--- src/rtl/div_ctrl.sv ---
// Multi-cycle 32-bit restoring divider controller (FREE/DIVZERO/ON/END).
// Signed division is built only when DIV_SIGNED_EN is defined; otherwise signed_i is ignored.
module div_ctrl (
    input  logic        clk,
    input  logic        rst,
    input  logic        start_i,
    input  logic        annul_i,
    input  logic        signed_i,
    input  logic [31:0] opdata1_i,
    input  logic [31:0] opdata2_i,
    output logic        busy_o,
    output logic        ready_o,
    output logic [63:0] result_o
);

    typedef enum logic [1:0] {
        FREE    = 2'd0,
        DIVZERO = 2'd1,
        ON      = 2'd2,
        END     = 2'd3
    } state_t;

    state_t      state_q;
    logic [5:0]  cnt_q;
    logic [64:0] work_q;
    logic [31:0] divisor_q;
    logic        busy_q;
    logic        ready_q;
    logic [63:0] result_q;

    logic [31:0] dividend_abs_d;
    logic [31:0] divisor_abs_d;
    logic [32:0] diff_d;
    logic [64:0] work_step_d;
    logic [31:0] quot_d;
    logic [31:0] rem_d;

`ifdef DIV_SIGNED_EN
    logic        op1_neg_d;
    logic        op2_neg_d;
    logic        neg_quot_q;
    logic        neg_rem_q;
`else
    logic        unused_signed_s;
    assign unused_signed_s = signed_i;
`endif

    // Operand magnitudes, one restoring step, and the sign-corrected final result.
    always_comb begin
`ifdef DIV_SIGNED_EN
        op1_neg_d      = signed_i & opdata1_i[31];
        op2_neg_d      = signed_i & opdata2_i[31];
        dividend_abs_d = op1_neg_d ? (~opdata1_i + 32'd1) : opdata1_i;
        divisor_abs_d  = op2_neg_d ? (~opdata2_i + 32'd1) : opdata2_i;
        quot_d         = neg_quot_q ? (~work_q[31:0] + 32'd1) : work_q[31:0];
        rem_d          = neg_rem_q ? (~work_q[64:33] + 32'd1) : work_q[64:33];
`else
        dividend_abs_d = opdata1_i;
        divisor_abs_d  = opdata2_i;
        quot_d         = work_q[31:0];
        rem_d          = work_q[64:33];
`endif
        diff_d      = {1'b0, work_q[63:32]} - {1'b0, divisor_q};
        work_step_d = diff_d[32] ? {work_q[63:0], 1'b0}
                                 : {diff_d[31:0], work_q[31:0], 1'b1};
    end

    // Controller FSM with registered busy/ready/result.
    always_ff @(posedge clk or posedge rst) begin
        if (rst) begin
            state_q   <= FREE;
            cnt_q     <= 6'd0;
            work_q    <= 65'd0;
            divisor_q <= 32'd0;
            busy_q    <= 1'b0;
            ready_q   <= 1'b0;
            result_q  <= 64'd0;
`ifdef DIV_SIGNED_EN
            neg_quot_q <= 1'b0;
            neg_rem_q  <= 1'b0;
`endif
        end else begin
            case (state_q)
                FREE: begin
                    ready_q  <= 1'b0;
                    result_q <= 64'd0;
                    if (start_i && !annul_i) begin
                        work_q    <= {32'd0, dividend_abs_d, 1'b0};
                        divisor_q <= divisor_abs_d;
                        cnt_q     <= 6'd0;
                        busy_q    <= 1'b1;
`ifdef DIV_SIGNED_EN
                        neg_quot_q <= op1_neg_d ^ op2_neg_d;
                        neg_rem_q  <= op1_neg_d;
`endif
                        if (opdata2_i == 32'd0) begin
                            state_q <= DIVZERO;
                        end else begin
                            state_q <= ON;
                        end
                    end else begin
                        busy_q <= 1'b0;
                    end
                end
                DIVZERO: begin
                    busy_q   <= 1'b0;
                    result_q <= 64'd0;
                    if (annul_i) begin
                        state_q <= FREE;
                        ready_q <= 1'b0;
                    end else begin
                        state_q <= END;
                        ready_q <= 1'b1;
                    end
                end
                ON: begin
                    if (annul_i) begin
                        state_q <= FREE;
                        busy_q  <= 1'b0;
                        ready_q <= 1'b0;
                        cnt_q   <= 6'd0;
                        work_q  <= 65'd0;
                    end else if (cnt_q != 6'd32) begin
                        work_q <= work_step_d;
                        cnt_q  <= cnt_q + 6'd1;
                    end else begin
                        state_q  <= END;
                        busy_q   <= 1'b0;
                        ready_q  <= 1'b1;
                        result_q <= {rem_d, quot_d};
                    end
                end
                END: begin
                    busy_q <= 1'b0;
                    if (annul_i || !start_i) begin
                        state_q  <= FREE;
                        ready_q  <= 1'b0;
                        result_q <= 64'd0;
                        cnt_q    <= 6'd0;
                    end else begin
                        ready_q <= 1'b1;
                    end
                end
                default: begin
                    state_q  <= FREE;
                    busy_q   <= 1'b0;
                    ready_q  <= 1'b0;
                    result_q <= 64'd0;
                    cnt_q    <= 6'd0;
                end
            endcase
        end
    end

    assign busy_o   = busy_q;
    assign ready_o  = ready_q;
    assign result_o = result_q;

endmodule

--- config.mk ---
export PLATFORM = sky130hd
export DESIGN_NAME = div_ctrl
export DESIGN_NICKNAME = d
export VERILOG_FILES = /design/src/rtl/div_ctrl.sv
export SDC_FILE = /design/constraint.sdc
export NUM_CORES = 1
export LEC_CHECK = 0
export ABC_AREA = 1
export CAP_MARGIN = 30
export CORE_MARGIN = 2
export CORE_UTILIZATION = 45
export CTS_CLUSTER_DIAMETER = 80
export DETAILED_ROUTE_END_ITERATION = 6
export PLACE_DENSITY_LB_ADDON = 0.1
export SKIP_CTS_REPAIR_TIMING = 1
export SLEW_MARGIN = 20
export SYNTH_ARGS = -nofsm -noshare
export SYNTH_HDL_FRONTEND = slang
export SYNTH_SLANG_ARGS = --single-unit
--- constraint.sdc ---
create_clock -name clk -period 7.6 [get_ports clk]
set_input_delay 0.76 -clock clk [delete_from_list [all_inputs] [get_ports clk]]
set_output_delay 0.76 -clock clk [all_outputs]
set_load 0.02 [all_outputs]
==> results of run 1 <==
-- registers in the layout, indices dropped and copies added (netlist names) --
| name | cells |
|---|---|
| work_q | 65 |
| ready_o | 1 |
| state_q | 2 |
| divisor_q | 32 |
| result_o | 64 |
| cnt_q | 6 |
| busy_o | 1 |
-- layout make-up --
class / instances / share of cell area [%]
multi-input cells: 942 / 37.34
well taps: 285 / 2.884
inverters: 295 / 8.996
repair buffers: 141 / 11.25
flip-flops and latches: 171 / 34.61
clock inverters: 14 / 1.477
clock buffers: 17 / 3.441
-- critical path: cells and delay by family (launching register included) --
family	cells	cell delay, ns
buffers and inverters	6	2.29
and+or+nand+nor	5	0.81
DFF	1	0.40
adders and majority gates	1	0.18
-- worst min path at each step --
stage / slack [ns] / to / depth (start not counted)
after floorplan: 0.45 / work_q[64] / 2
after global placement: 0.46 / ready_o / 2
after detailed placement: 0.46 / ready_o / 2
after CTS: 0.48 / ready_o / 2
after global routing: 0.50 / divisor_q[23] / 2
final: 0.47 / ready_o / 2
-- layer usage --
layer / vias to the layer above / global-route usage, %
met4: 0 / 5.688
li1: 4779 / -
met5: - / 0
met2: 181 / 37.14
met3: 19 / 5.822
met1: 4377 / 34.16
-- where the power goes --
part	total (W)	internal, W	switching [W]	leakage [nW]
combinational	0.00163	0.000548	0.00108	3.80
clock	0.000921	0.000525	0.000397	0.298
sequential	0.00131	0.00116	0.000145	2.20
total	0.00386	0.00223	0.00162	6.30
-- metrics by stage --
| step | power [W] | instance area, sq um |
|---|---|---|
| after global placement | 0.002926 | 11760 |
| after global routing | 0.004157 | 12360 |
| after detailed placement | 0.002949 | 11760 |
| after floorplan | 0.002494 | 10260 |
| final | 0.003858 | 12360 |
| after CTS | 0.003885 | 12360 |
-- layout by cell type (no fill, tap or decap), types with 8 or more instances in the layout --
cell type,instances
sky130_fd_sc_hd__clkbuf_16,17
sky130_fd_sc_hd__a21oi_1,41
sky130_fd_sc_hd__nand3_1,155
sky130_fd_sc_hd__o21ai_0,75
sky130_fd_sc_hd__buf_4,8
sky130_fd_sc_hd__xnor2_1,9
sky130_fd_sc_hd__inv_1,290
sky130_fd_sc_hd__nand2_1,410
sky130_fd_sc_hd__clkdlybuf4s50_1,133
sky130_fd_sc_hd__o22ai_1,24
sky130_fd_sc_hd__dfrtp_1,171
sky130_fd_sc_hd__a31oi_1,31
sky130_fd_sc_hd__nor2_1,99
sky130_fd_sc_hd__ha_1,38
-- cells by family (layout without fill, tap and decap cells) --
| logic type | Yosys count | count (layout) |
|---|---|---|
| flops | 171 | 171 |
| buf+inv | 348 | 467 |
| simple gates | 705 | 705 |
| mux | 1 | 1 |
| compound gates | 184 | 184 |
| fa+ha+maj | 40 | 40 |
| xor+xnor | 12 | 12 |
==> impl_metrics.xml, run 1 <==
<?xml version="1.0" encoding="UTF-8"?>
<metrics>
  <group name="outcome">
    <metric name="result_of_the_run" unit="">completed</metric>
  </group>
  <group name="setup_path">
    <metric name="crit_path_start_kind" unit="">register</metric>
    <metric name="ff2ff_setup_slack" unit="ns">3.79</metric>
    <metric name="cp_cell_instances" unit="">inv_1 -&gt; ha_2 -&gt; buf_4 -&gt; inv_2 -&gt; nor2_1 -&gt; inv_1 -&gt; nor2_4 -&gt; nor2_4 -&gt; buf_4 -&gt; inv_1 -&gt; nand2_1 -&gt; nand2_1</metric>
    <metric name="timing.critical_path.required" unit="ns">7.96</metric>
    <metric name="setup.worst_path.end_class" unit="">register</metric>
    <metric name="rr_startpoint" unit="">state_q[0]</metric>
    <metric name="worst_setup_path_endpoint" unit="">work_q[0]</metric>
    <metric name="reg_to_reg_end" unit="">work_q[0]</metric>
    <metric name="reg2regPathDepth" unit="">12</metric>
    <metric name="cp_slowest_stage_delay" unit="ns">0.69</metric>
    <metric name="critical-path-slowest-cell" unit="">sky130_fd_sc_hd__inv_1</metric>
    <metric name="crit_top_cell" unit="">sky130_fd_sc_hd__inv_1</metric>
    <metric name="crit_fanout" unit="">76</metric>
    <metric name="crit_start" unit="">state_q[0]</metric>
    <metric name="crit_arrival" unit="ns">4.17</metric>
    <metric name="worst_path_class_setup" unit="">reg2reg</metric>
  </group>
  <group name="layout">
    <metric name="layout.filler_cells" unit="">2172</metric>
    <metric name="nets" unit="">1677</metric>
    <metric name="register_area" unit="sq um">4279</metric>
    <metric name="drive_gt1_share" unit="%">3.987</metric>
    <metric name="inserted_diodes" unit="">0</metric>
    <metric name="final_std_cells_w_o_fill" unit="">1865</metric>
    <metric name="area.growth.synth_to_final" unit="%">20.51</metric>
    <metric name="multi_input_comb_area" unit="sq um">4617</metric>
    <metric name="final_core_utilization" unit="%">54.95</metric>
  </group>
  <group name="yosys">
    <metric name="synth_compound_gate_area_share" unit="%">9.817</metric>
    <metric name="parity_gate_share_of_the_synthesized_area_counting_xor_and_xnor_cells" unit="%">1.024</metric>
    <metric name="synthTopCellsByArea" unit="">sky130_fd_sc_hd__dfrtp_1 42%, sky130_fd_sc_hd__nand2_1 15%, sky130_fd_sc_hd__inv_1 11%</metric>
    <metric name="yosys.area.top_type" unit="">sky130_fd_sc_hd__dfrtp_1</metric>
    <metric name="synth-adder-area-share" unit="%">4.951</metric>
    <metric name="mean_post_synth_cell_area" unit="sq um">7.022</metric>
    <metric name="synthesis.nets" unit="">1570</metric>
    <metric name="synth.area.mux_share" unit="%">0.1098</metric>
    <metric name="yosysSeqAreaShare" unit="%">41.71</metric>
    <metric name="synthMostInstantiatedCell" unit="">sky130_fd_sc_hd__nand2_1</metric>
    <metric name="synth_top_cells_by_count" unit="">411 x sky130_fd_sc_hd__nand2_1, 291 x sky130_fd_sc_hd__inv_1, 171 x sky130_fd_sc_hd__dfrtp_1</metric>
    <metric name="post_synth_instance_area" unit="sq um">10260</metric>
    <metric name="synth_cells" unit="">1461</metric>
    <metric name="ys_dominant_reg_cell" unit="">sky130_fd_sc_hd__dfrtp_1</metric>
    <metric name="yosys_warnings" unit="">0</metric>
    <metric name="yosys.area.top_type_share" unit="%">41.71</metric>
    <metric name="async_flop_share" unit="%">100.0</metric>
    <metric name="post_synth_edffs" unit="">0</metric>
    <metric name="synth_top_family_by_area" unit="">simple AND/OR/NAND/NOR gates</metric>
    <metric name="count_of_state_elements_after_synthesis" unit="">171</metric>
    <metric name="synth_simple_gate_area_share" unit="%">28.96</metric>
    <metric name="yosysUniqueCellTypes" unit="">37</metric>
  </group>
  <group name="die">
    <metric name="core.rowCount" unit="">55</metric>
    <metric name="die_height" unit="um">155.0</metric>
    <metric name="core_region_area" unit="sq um">22500</metric>
    <metric name="io_pins" unit="">135</metric>
    <metric name="die_width" unit="um">155.0</metric>
    <metric name="area_of_the_die" unit="sq um">24020</metric>
    <metric name="initial_core_util" unit="%">45.59</metric>
  </group>
  <group name="timing">
    <metric name="max_slew.worst_pin.slew" unit="ns">0.8439</metric>
    <metric name="skew" unit="ns">0.02402</metric>
    <metric name="final_critical_path_setup_slack" unit="ns">3.793</metric>
    <metric name="timing.final.hold_violations" unit="">0</metric>
    <metric name="timing.final.crit_period" unit="ns">3.807</metric>
    <metric name="final_max_slew_viol_count" unit="">0</metric>
    <metric name="finalSetupTns" unit="ns">0</metric>
    <metric name="max-slew-margin-rel" unit="%">43.60</metric>
    <metric name="timing.final.setup_violations" unit="">0</metric>
    <metric name="final_critical_path_share_of_the_clock_period" unit="%">50.10</metric>
    <metric name="grt_setup_unrepaired" unit="">false</metric>
    <metric name="whs" unit="ns">0.4720</metric>
    <metric name="fmax" unit="MHz">262.7</metric>
  </group>
  <group name="clocking">
    <metric name="numCtsBuffers" unit="">17</metric>
    <metric name="insertion_delay_to_the_later_sink_of_the_worst_skew_pair" unit="ns">0.43</metric>
    <metric name="clk_path_buf_depth" unit="">2</metric>
    <metric name="clock_tree_from_tritoncts" unit="">yes</metric>
    <metric name="cts.sink_count" unit="">171</metric>
    <metric name="clock_root_buffer" unit="">sky130_fd_sc_hd__clkbuf_16</metric>
    <metric name="cts.htree.levels" unit="">4</metric>
    <metric name="cts.clk_slew.worst_paths" unit="ns">0.07</metric>
  </group>
  <group name="global_routing">
    <metric name="initial_antenna_violation_count" unit="">0</metric>
    <metric name="grt_first_pass_wirelength" unit="um">45910</metric>
    <metric name="groute.usage.overall" unit="%">24.00</metric>
    <metric name="grt_max_degree" unit="">77</metric>
    <metric name="grt_overflow" unit="">0</metric>
    <metric name="grt_pass1_vias" unit="">8939</metric>
  </group>
  <group name="routing">
    <metric name="mean_routed_wirelength_per_cell" unit="um">14.89</metric>
    <metric name="met3_wirelength" unit="um">1766</metric>
    <metric name="routed_length_on_met1" unit="um">13450</metric>
    <metric name="dr.max_layer_used" unit="">met4</metric>
    <metric name="vias" unit="">9356</metric>
    <metric name="routed_wirelength" unit="um">27770</metric>
    <metric name="drtIter0Drc" unit="">581</metric>
    <metric name="route.antenna.remaining_nets" unit="">0</metric>
    <metric name="via_per_inst" unit="">5.017</metric>
    <metric name="detailroute.wirelength.met2" unit="um">12230</metric>
    <metric name="first_pass_iters" unit="">5</metric>
    <metric name="route.detailed.drc" unit="">0</metric>
  </group>
  <group name="placement">
    <metric name="port-buffer-count" unit="">133</metric>
    <metric name="dp_worst_setup_slack" unit="ns">3.617</metric>
    <metric name="gp_congestion" unit="">0.8996</metric>
    <metric name="placed_cells_incl_taps" unit="">1834</metric>
    <metric name="hpwl" unit="um">20320</metric>
  </group>
  <group name="pwr">
    <metric name="power_density" unit="nW/um^2">312.0</metric>
    <metric name="vdd.ir_drop.worst" unit="uV">190.5</metric>
    <metric name="reported_leakage_power" unit="nW">6.300</metric>
  </group>
  <group name="min_path">
    <metric name="hold_path_class" unit="">reg2reg</metric>
    <metric name="hold_path_startpoint" unit="">ready_o</metric>
  </group>
  <group name="flow_run">
    <metric name="max_cap_viol_count" unit="">0</metric>
  </group>
</metrics>
No activity file was read; power rests on OpenSTA's default activity.
==> run 2, diff against run 1 <==
Clock period 7.6 ns to 3.6 ns, I/O delays scaled along.
==> run 2 against run 1 <==
Against the previous run: sequential power rose by 110%; critical path type unchanged; setup slack got worse by 2.9 ns; register-to-register slack got worse by 2.9 ns.
==> impl_metrics.xml, run 2 (same netlist as run 1, synthesis figures left out) <==
<?xml version="1.0" encoding="UTF-8"?>
<metrics>
  <group name="global_routing">
    <metric name="grt_first_pass_wirelength" unit="um">46180</metric>
    <metric name="initial_antenna_violation_count" unit="">0</metric>
    <metric name="grt_pass1_vias" unit="">9117</metric>
    <metric name="grt_overflow" unit="">0</metric>
    <metric name="grt_max_degree" unit="">88</metric>
    <metric name="groute.usage.overall" unit="%">24.16</metric>
  </group>
  <group name="clocking">
    <metric name="clk_path_buf_depth" unit="">2</metric>
    <metric name="clock_tree_from_tritoncts" unit="">yes</metric>
    <metric name="cts.htree.levels" unit="">4</metric>
    <metric name="cts.clk_slew.worst_paths" unit="ns">0.08</metric>
    <metric name="clock_root_buffer" unit="">sky130_fd_sc_hd__clkbuf_16</metric>
    <metric name="numCtsBuffers" unit="">17</metric>
    <metric name="insertion_delay_to_the_later_sink_of_the_worst_skew_pair" unit="ns">0.43</metric>
    <metric name="cts.sink_count" unit="">171</metric>
  </group>
  <group name="flow_run">
    <metric name="max_cap_viol_count" unit="">0</metric>
  </group>
  <group name="pwr">
    <metric name="p_sw_share" unit="%">42.94</metric>
    <metric name="power_frac_clock" unit="%">23.4</metric>
    <metric name="reported_leakage_power" unit="nW">6.347</metric>
    <metric name="share_comb_of_total_power" unit="%">42.8</metric>
    <metric name="power_switching" unit="W">0.003509</metric>
    <metric name="cell_internal_pwr" unit="W">0.004663</metric>
    <metric name="share_seq_of_total_power" unit="%">33.8</metric>
    <metric name="power_density" unit="nW/um^2">656.0</metric>
    <metric name="vdd.ir_drop.worst" unit="uV">385.8</metric>
  </group>
  <group name="layout">
    <metric name="mostFrequentLayoutCells" unit="">410 x sky130_fd_sc_hd__nand2_1, 290 x sky130_fd_sc_hd__inv_1, 171 x sky130_fd_sc_hd__dfrtp_1</metric>
    <metric name="largest_register_by_flop_count" unit="">work_q</metric>
    <metric name="inserted_diodes" unit="">0</metric>
    <metric name="final_common_cell" unit="">sky130_fd_sc_hd__nand2_1</metric>
    <metric name="nets" unit="">1684</metric>
    <metric name="design_area" unit="sq um">12460</metric>
    <metric name="drive_gt1_share" unit="%">4.471</metric>
    <metric name="area.growth.synth_to_final" unit="%">21.40</metric>
    <metric name="largest_reg_flops" unit="">65</metric>
    <metric name="final_core_utilization" unit="%">55.35</metric>
  </group>
  <group name="placement">
    <metric name="placed_area" unit="sq um">11850</metric>
    <metric name="port-buffer-count" unit="">133</metric>
    <metric name="gp_congestion" unit="">0.9245</metric>
    <metric name="hpwl" unit="um">20590</metric>
    <metric name="dp_worst_setup_slack" unit="ns">0.9590</metric>
  </group>
  <group name="timing">
    <metric name="skew" unit="ns">0.01432</metric>
    <metric name="max-slew-margin-rel" unit="%">43.65</metric>
    <metric name="timing.final.hold_violations" unit="">0</metric>
    <metric name="grt_setup_unrepaired" unit="">false</metric>
    <metric name="whs" unit="ns">0.4265</metric>
    <metric name="final_critical_path_share_of_the_clock_period" unit="%">74.48</metric>
    <metric name="timing.final.setup_violations" unit="">0</metric>
    <metric name="fmax" unit="MHz">373.0</metric>
    <metric name="finalSetupTns" unit="ns">0</metric>
    <metric name="timing.final.crit_period" unit="ns">2.681</metric>
    <metric name="final_critical_path_setup_slack" unit="ns">0.9188</metric>
    <metric name="max_slew.worst_pin.slew" unit="ns">0.8434</metric>
    <metric name="final_max_slew_viol_count" unit="">0</metric>
  </group>
  <group name="routing">
    <metric name="first_pass_iters" unit="">4</metric>
    <metric name="route.detailed.drc" unit="">0</metric>
    <metric name="routed_wirelength" unit="um">27610</metric>
    <metric name="via_per_inst" unit="">4.959</metric>
    <metric name="mean_routed_wirelength_per_cell" unit="um">14.74</metric>
    <metric name="route.antenna.remaining_nets" unit="">0</metric>
    <metric name="drtIter0Drc" unit="">528</metric>
    <metric name="vias" unit="">9288</metric>
  </group>
  <group name="die">
    <metric name="area_of_the_die" unit="sq um">24020</metric>
    <metric name="die_width" unit="um">155.0</metric>
    <metric name="die_height" unit="um">155.0</metric>
    <metric name="core.rowCount" unit="">55</metric>
    <metric name="core_region_area" unit="sq um">22500</metric>
    <metric name="io_pins" unit="">135</metric>
    <metric name="initial_core_util" unit="%">45.59</metric>
  </group>
  <group name="setup_path">
    <metric name="timing.critical_path.required" unit="ns">3.97</metric>
    <metric name="crit_path_start_kind" unit="">register</metric>
    <metric name="crit_fanout" unit="">28</metric>
    <metric name="crit_arrival" unit="ns">3.05</metric>
    <metric name="setup.worst_path.end_class" unit="">register</metric>
    <metric name="worst_path_class_setup" unit="">reg2reg</metric>
  </group>
  <group name="min_path">
    <metric name="hold_path_class" unit="">in2async</metric>
  </group>
  <group name="outcome">
    <metric name="result_of_the_run" unit="">completed</metric>
  </group>
</metrics>
-- run 2: cell types whose count changed in the layout (fill, tap and decap cells not counted), sizes merged --
cell,delta
bufinv,-2
buf,+7
clkinv,-1
clkbuf,+1
inv,+3
-- run 2: through the flow --
step	power [W]	cells
2_1_floorplan	0.005265	1461
3_3_place_gp	0.006225	1841
3_5_place_dp	0.006292	1841
4_1_cts	0.008228	1873
5_1_grt	0.008856	1873
6_report	0.008171	1873
-- run 2: per-layer routing --
| metal | vias to the layer above | part of all wire (%) | global-route usage, % |
|---|---|---|---|
| met5 | - | 0 | 0 |
| met4 | 0 | 1.7 | 6.922 |
| met3 | 27 | 7.0 | 6.490 |
| met2 | 190 | 44 | 37.12 |
| met1 | 4280 | 47 | 33.71 |
| li1 | 4791 | - | - |
-- run 2: worst max-delay path: stages (launching register included) --
cell and delay, ns:
sky130_fd_sc_hd__dfrtp_1 0.33, sky130_fd_sc_hd__inv_1 0.07, sky130_fd_sc_hd__ha_1 0.24, sky130_fd_sc_hd__fa_1 0.38, sky130_fd_sc_hd__inv_1 0.12, sky130_fd_sc_hd__nand2_1 0.11, sky130_fd_sc_hd__nand2_1 0.07, sky130_fd_sc_hd__nand3b_1 0.07
sky130_fd_sc_hd__nand2_1 0.14, sky130_fd_sc_hd__nand2_1 0.09, sky130_fd_sc_hd__nand2_1 0.09, sky130_fd_sc_hd__nand2_2 0.07, sky130_fd_sc_hd__nand2_4 0.30, sky130_fd_sc_hd__nand2_2 0.24, sky130_fd_sc_hd__o21ai_0 0.15, sky130_fd_sc_hd__nand2_1 0.07
sky130_fd_sc_hd__nand2_1 0.06
-- run 2: cell type report --
| cell class | count | area, sq um |
|---|---|---|
| Fill cell | 2200 | 10050 |
| Timing Repair Buffer | 148 | 1481 |
| Clock buffer | 18 | 439.2 |
| Clock inverter | 14 | 171.4 |
| Inverter | 295 | 1111 |
| Tap cell | 285 | 356.6 |
| Sequential cell | 171 | 4279 |
| Multi-Input combinational cell | 942 | 4617 |
-- run 2: worst paths after layout --
kind	start	endpoint	slack (ns)	cells past startpoint
max reg2reg	work_q[32]	work_q[54]	0.92	16
min in group clk	busy_o	busy_o	0.48	2
min	rst	result_o[21]	0.43	2
max in group asynchronous	rst	work_q[62]	2.36	3
min reg2reg	busy_o	busy_o	0.48	2
max	work_q[32]	work_q[54]	0.92	16
-- run 2: power by group through the flow --
| stage | Clock (W) | Sequential [W] | Combinational (W) |
|---|---|---|---|
| after floorplan | 0 | 0.00285 | 0.00242 |
| after global placement | 0 | 0.00278 | 0.00345 |
| after detailed placement | 0 | 0.00278 | 0.00351 |
| after CTS | 0.00194 | 0.00276 | 0.00353 |
| after global routing | 0.00202 | 0.00283 | 0.00401 |
| final | 0.00191 | 0.00276 | 0.00350 |
